### src/rtl/cam_fill_ctrl.sv
// Lookup/fill controller in front of a tag CAM: serves hits from the CAM, fills misses
// from backing memory into a round-robin victim slot, and runs a sequential full invalidate.
module cam_fill_ctrl #(
    parameter int  WORDS  = 8,
    parameter int  BITS   = 8,
    parameter int  TAG_SZ = 8,
    parameter int  CNT_W  = 16,
    localparam int AW     = (WORDS > 1) ? $clog2(WORDS) : 1
) (
    input  logic              clk,
    input  logic              rst_,
    input  logic              req_valid,
    input  logic [TAG_SZ-1:0] req_tag,
    output logic              req_ready,
    output logic              rsp_valid,
    input  logic              rsp_ready,
    output logic [BITS-1:0]   rsp_data,
    output logic              rsp_hit,
    input  logic              flush,
    output logic              busy,
    output logic              cam_read,
    output logic [TAG_SZ-1:0] cam_check_tag,
    input  logic              cam_found_it,
    input  logic [BITS-1:0]   cam_data,
    output logic              cam_write_,
    output logic [AW-1:0]     cam_w_addr,
    output logic [BITS-1:0]   cam_wdata,
    output logic [TAG_SZ-1:0] cam_new_tag,
    output logic              cam_new_valid,
    output logic              mem_req,
    output logic [TAG_SZ-1:0] mem_addr,
    input  logic              mem_ack,
    input  logic [BITS-1:0]   mem_rdata,
    output logic [CNT_W-1:0]  hit_cnt,
    output logic [CNT_W-1:0]  miss_cnt
);

    typedef enum logic [2:0] {
        S_IDLE     = 3'd0,
        S_LOOKUP   = 3'd1,
        S_MISS_REQ = 3'd2,
        S_FILL     = 3'd3,
        S_RESP     = 3'd4,
        S_FLUSH    = 3'd5
    } state_t;

    localparam logic [AW-1:0] LAST_IDX = AW'(WORDS - 1);

    state_t             r_state;
    state_t             w_next_state;
    logic [TAG_SZ-1:0]  r_tag_q;
    logic [BITS-1:0]    r_data_q;
    logic               r_hit_q;
    logic [AW-1:0]      r_victim;
    logic [AW-1:0]      r_flush_idx;
    logic               r_flush_pend;
    logic [CNT_W-1:0]   r_hit_cnt;
    logic [CNT_W-1:0]   r_miss_cnt;
    logic               w_accept;
    logic               w_enter_flush;
    logic               w_flush_last;

    function automatic logic [CNT_W-1:0] sat_inc(input logic [CNT_W-1:0] v);
        return (&v) ? v : v + CNT_W'(1);
    endfunction

    assign w_accept      = (r_state == S_IDLE) && !r_flush_pend && req_valid;
    assign w_enter_flush = (r_state == S_IDLE) && r_flush_pend;
    assign w_flush_last  = (r_state == S_FLUSH) && (r_flush_idx == LAST_IDX);

    // State register
    always_ff @(posedge clk or negedge rst_) begin
        if (!rst_) begin
            r_state <= S_IDLE;
        end else begin
            r_state <= w_next_state;
        end
    end

    // Next-state logic; a pending flush wins over a new request in IDLE
    always_comb begin
        w_next_state = r_state;
        case (r_state)
            S_IDLE: begin
                if (r_flush_pend) begin
                    w_next_state = S_FLUSH;
                end else if (req_valid) begin
                    w_next_state = S_LOOKUP;
                end else begin
                    w_next_state = S_IDLE;
                end
            end
            S_LOOKUP: begin
                if (cam_found_it) begin
                    w_next_state = S_RESP;
                end else begin
                    w_next_state = S_MISS_REQ;
                end
            end
            S_MISS_REQ: begin
                if (mem_ack) begin
                    w_next_state = S_FILL;
                end else begin
                    w_next_state = S_MISS_REQ;
                end
            end
            S_FILL:  w_next_state = S_RESP;
            S_RESP: begin
                if (rsp_ready) begin
                    w_next_state = S_IDLE;
                end else begin
                    w_next_state = S_RESP;
                end
            end
            S_FLUSH: begin
                if (w_flush_last) begin
                    w_next_state = S_IDLE;
                end else begin
                    w_next_state = S_FLUSH;
                end
            end
            default: w_next_state = S_IDLE;
        endcase
    end

    // Request tag and response data capture
    always_ff @(posedge clk or negedge rst_) begin
        if (!rst_) begin
            r_tag_q  <= {TAG_SZ{1'b0}};
            r_data_q <= {BITS{1'b0}};
            r_hit_q  <= 1'b0;
        end else begin
            if (w_accept) begin
                r_tag_q <= req_tag;
            end
            if ((r_state == S_LOOKUP) && cam_found_it) begin
                r_data_q <= cam_data;
                r_hit_q  <= 1'b1;
            end else if ((r_state == S_MISS_REQ) && mem_ack) begin
                r_data_q <= mem_rdata;
                r_hit_q  <= 1'b0;
            end
        end
    end

    // Saturating hit/miss statistics, decided at the end of LOOKUP
    always_ff @(posedge clk or negedge rst_) begin
        if (!rst_) begin
            r_hit_cnt  <= {CNT_W{1'b0}};
            r_miss_cnt <= {CNT_W{1'b0}};
        end else if (r_state == S_LOOKUP) begin
            if (cam_found_it) begin
                r_hit_cnt <= sat_inc(r_hit_cnt);
            end else begin
                r_miss_cnt <= sat_inc(r_miss_cnt);
            end
        end
    end

    // Round-robin victim pointer and flush sweep index
    always_ff @(posedge clk or negedge rst_) begin
        if (!rst_) begin
            r_victim    <= {AW{1'b0}};
            r_flush_idx <= {AW{1'b0}};
        end else begin
            if (r_state == S_FILL) begin
                r_victim <= (r_victim == LAST_IDX) ? {AW{1'b0}} : r_victim + AW'(1);
            end else if (w_flush_last) begin
                r_victim <= {AW{1'b0}};
            end
            if (r_state == S_FLUSH) begin
                r_flush_idx <= w_flush_last ? {AW{1'b0}} : r_flush_idx + AW'(1);
            end
        end
    end

    // Flush request latch; a new pulse beats the clear so a flush during FLUSH repeats it
    always_ff @(posedge clk or negedge rst_) begin
        if (!rst_) begin
            r_flush_pend <= 1'b0;
        end else if (flush) begin
            r_flush_pend <= 1'b1;
        end else if (w_enter_flush) begin
            r_flush_pend <= 1'b0;
        end
    end

    // Output decode from registered state only
    always_comb begin
        req_ready     = 1'b0;
        rsp_valid     = 1'b0;
        rsp_data      = {BITS{1'b0}};
        rsp_hit       = 1'b0;
        cam_read      = 1'b0;
        cam_check_tag = {TAG_SZ{1'b0}};
        cam_write_    = 1'b1;
        cam_w_addr    = {AW{1'b0}};
        cam_wdata     = {BITS{1'b0}};
        cam_new_tag   = {TAG_SZ{1'b0}};
        cam_new_valid = 1'b0;
        mem_req       = 1'b0;
        mem_addr      = {TAG_SZ{1'b0}};
        busy          = (r_state != S_IDLE) || r_flush_pend;
        case (r_state)
            S_IDLE:   req_ready = !r_flush_pend;
            S_LOOKUP: begin
                cam_read      = 1'b1;
                cam_check_tag = r_tag_q;
            end
            S_MISS_REQ: begin
                mem_req  = 1'b1;
                mem_addr = r_tag_q;
            end
            S_FILL: begin
                cam_write_    = 1'b0;
                cam_w_addr    = r_victim;
                cam_wdata     = r_data_q;
                cam_new_tag   = r_tag_q;
                cam_new_valid = 1'b1;
            end
            S_RESP: begin
                rsp_valid = 1'b1;
                rsp_data  = r_data_q;
                rsp_hit   = r_hit_q;
            end
            S_FLUSH: begin
                cam_write_ = 1'b0;
                cam_w_addr = r_flush_idx;
            end
            default: begin
                req_ready = 1'b0;
            end
        endcase
    end

    assign hit_cnt  = r_hit_cnt;
    assign miss_cnt = r_miss_cnt;

endmodule
### config.mk
export PLATFORM = sky130hd
export DESIGN_NAME = cam_fill_ctrl
export DESIGN_NICKNAME = d
export VERILOG_FILES = /design/src/rtl/cam_fill_ctrl.sv
export SDC_FILE = /design/constraint.sdc
export NUM_CORES = 1
export LEC_CHECK = 0
export CAP_MARGIN = 30
export CORE_MARGIN = 1
export CORE_UTILIZATION = 24
export CTS_CLUSTER_SIZE = 28
export DETAILED_ROUTE_END_ITERATION = 8
export PLACE_DENSITY = 0.49
export SLEW_MARGIN = 20
export SYNTH_ARGS = -nofsm -noshare
export SYNTH_HDL_FRONTEND = slang
export SYNTH_SLANG_ARGS = --single-unit
### constraint.sdc
create_clock -name clk -period 4.63 [get_ports clk]
set_clock_uncertainty 0.2 [all_clocks]
set_input_delay 1.1575 -clock clk [delete_from_list [all_inputs] [get_ports clk]]
set_output_delay 1.1575 -clock clk [all_outputs]
set_load 0.005 [all_outputs]
==> out/qor.txt <==
Status = complete, no violations
Final Hold Viols = 0
Congestion Overflow GR = 0
Root buf cell = clkbuf_16
Adder-cell share of the synthesized area = 0.0241
Post-synthesis mux area share = 0.0374
Post-synth EDFFs = 0
Diode count = 0
PortBufs = 113
Layout cells sized above 1 = 0.100
Hold crit path type = reg2reg
Area growth syn-to-layout = 51.6%
Num ports = 114
Synthesized area = 0.00311 mm2
Synth Area in Simple Gates = 0.285
Gpl congestion = 0.767
Fillers = 1314
CTS tree = done
First-pass GRT wire length = 14100 um
Die Ht = 116 um
Syn_area_per_cell = 10.0 um2
Final slew viol count = 0
Hold Path Stages = 2
Synth top cells by count = dfrtp_1, nand2_1, and2_1
Share of the synthesized area in the top cell type = 0.474
Main combinational cell family by area after synthesis = simple AND/OR/NAND/NOR gates
Vias in the first global route = 2673
Main synth FF type = dfrtp_1
Tmin final = 3.87 ns
CTS Buf Count = 9
Vias = 2693
Slew HR = 0.536
Max_cap viols = 0
Startpoint Class = register
Drt pass-1 iters = 6
Crit. End Element = output port
Postcts setup bufs = 0
RSZ-0062 raised after global routing = no
Ys async rst share = 1.00
Worst-path clk slew = 0.05 ns
Core area = 0.0126 mm2
Top cells by area, synth = dfrtp_1, and2_1, xor2_1, and3_1, nand2_1
Post-synthesis sequential area ratio = 0.474
Worst Path Required = 3.27 ns
Compound-gate portion of the synthesized area = 0.0724
R2R depth = 5
Vias/cell = 4.47
DR WL/cell = 14.9 um
Hold Buf Count CTS = 0
Total Routing Usage GR = 0.140
Die area = 0.0134 mm2
Skew-Pair Late Insertion Delay = 0.33 ns
CTS H-tree depth = 3
Xor/xnor share of the synthesized area = 0.0816
Mapped Nets = 348
Iteration-0 DRC Markers = 128
Peak VDD IR = 0.000183 V
Layout Nets = 463
Antenna violations before repair = 0
Drt drc = 0
# clock sinks = 59
Max FO, Critical Path = 23
Non-Filler Cell Area, Final = 0.00472 mm2
Starting Density = 0.247
Post-DRT Antenna Nets = 0
Critical Path AT = 2.51 ns
YS warnings = 0
DP HPWL = 6520 um
Slew of the pin with the lowest slew margin = 0.693 ns
Final Setup Violations = 0
Top cell type by total area after synthesis = dfrtp_1
Num rows = 41
Top-count cell post-synth = dfrtp_1
Largest net degree at the start of global routing = 35
Clock buffer depth = 2
PwrDens = 476 mW/mm2
Setup TNS Final = 0 ns
Part of the cycle the worst path needs = 0.836
Yosys cell types = 46
CTS-repair resized insts = 0
Synthesized flop and latch total = 59
Post-Syn Instances = 311
Chip width = 116 um
Critical path type = reg2out
Fmax achieved = 258 MHz
Leakage = 2.10 nW
Post-Route WL = 8960 um
Post-DP Area = 0.00442 mm2
## flip-flops by register name (all words and copies together) (netlist names)
name	cells
hit_cnt	16
miss_cnt	16
r_data_q	8
r_tag_q	8
r_flush_idx	3
r_state	3
r_victim	3
r_flush_pend	1
r_hit_q	1
## logic make-up after synthesis
logic type,Yosys count
simple gates,158
flops,59
compound gates,33
xor+xnor,29
buf+inv,16
mux,10
fa+ha+maj,6
## final timing paths
path,startpoint,endpoint,slack (ns)
max,r_state[0],cam_check_tag[3],0.76
min,r_hit_q,r_hit_q,0.28
max reg2reg,r_state[0],miss_cnt[4],1.92
min reg2reg,r_hit_q,r_hit_q,0.28
max in group asynchronous,rst_,miss_cnt[11],2.65
min in group asynchronous,rst_,r_flush_idx[1],0.66
## where the power goes
part           leakage [nW]  internal (mW)  switching (mW)
registers             0.767          0.651           0.180
logic                  1.19          0.432           0.310
clock network         0.146          0.442           0.229
## layout make-up
type / instances / area, um2 / share of cell area
Clock buffer: 13 / 260 / 0.0552
Clock inverter: 2 / 35.0 / 0.00743
Timing Repair Buffer: 118 / 1160 / 0.247
Sequential cell: 59 / 1480 / 0.313
Multi-Input combinational cell: 236 / 1560 / 0.331
Inverter: 2 / 7.51 / 0.00159
Tap cell: 172 / 215 / 0.0456
## through the flow
step	hold WS [ns]	setup slack (ns)	power, mW	std cells	utilization
floorplan	0.239	2.02	1.20	311	-
global placement	0.259	1.11	1.58	587	0.350
detailed placement	0.284	1.04	1.60	587	0.350
CTS	0.295	0.680	2.28	602	0.374
global route	0.306	0.582	2.41	602	0.374
finish	0.281	0.761	2.25	602	0.374
## critical path, stage by stage, from the launching register on
cell	delay [ns]
dfrtp_1	0.73
nor3b_2	0.69
and2_1	0.23
clkdlybuf4s50_1	0.54
## layer usage
layer	part of all wire	track usage	vias up
met5	0	0	-
met1	0.46	0.180	1299
met3	0.059	0.0324	13
met4	0.016	0.0641	0
met2	0.46	0.223	71
li1	-	-	1310
## cells in the final DEF, fill, tap and decap left out, types with 2 or more instances in the layout
master and instances:
a21o_1 2, a21oi_1 4, a22oi_1 5, a31oi_1 7, and2_1 27, and3_1 22
and3_2 3, and4_2 4, buf_4 5, clkbuf_1 2, clkbuf_16 9, clkbuf_8 2
clkdlybuf4s50_1 112, dfrtp_1 59, ha_1 6, inv_1 2, mux2_2 9, nand2_1 34
nand2b_1 3, nand3_1 11, nand4_1 9, nor2_1 24, nor2b_1 5, nor3_1 5
nor3b_2 2, o21ai_0 6, o31ai_1 2, xnor2_1 12, xor2_1 17
Power figures use the tool's default switching activity.
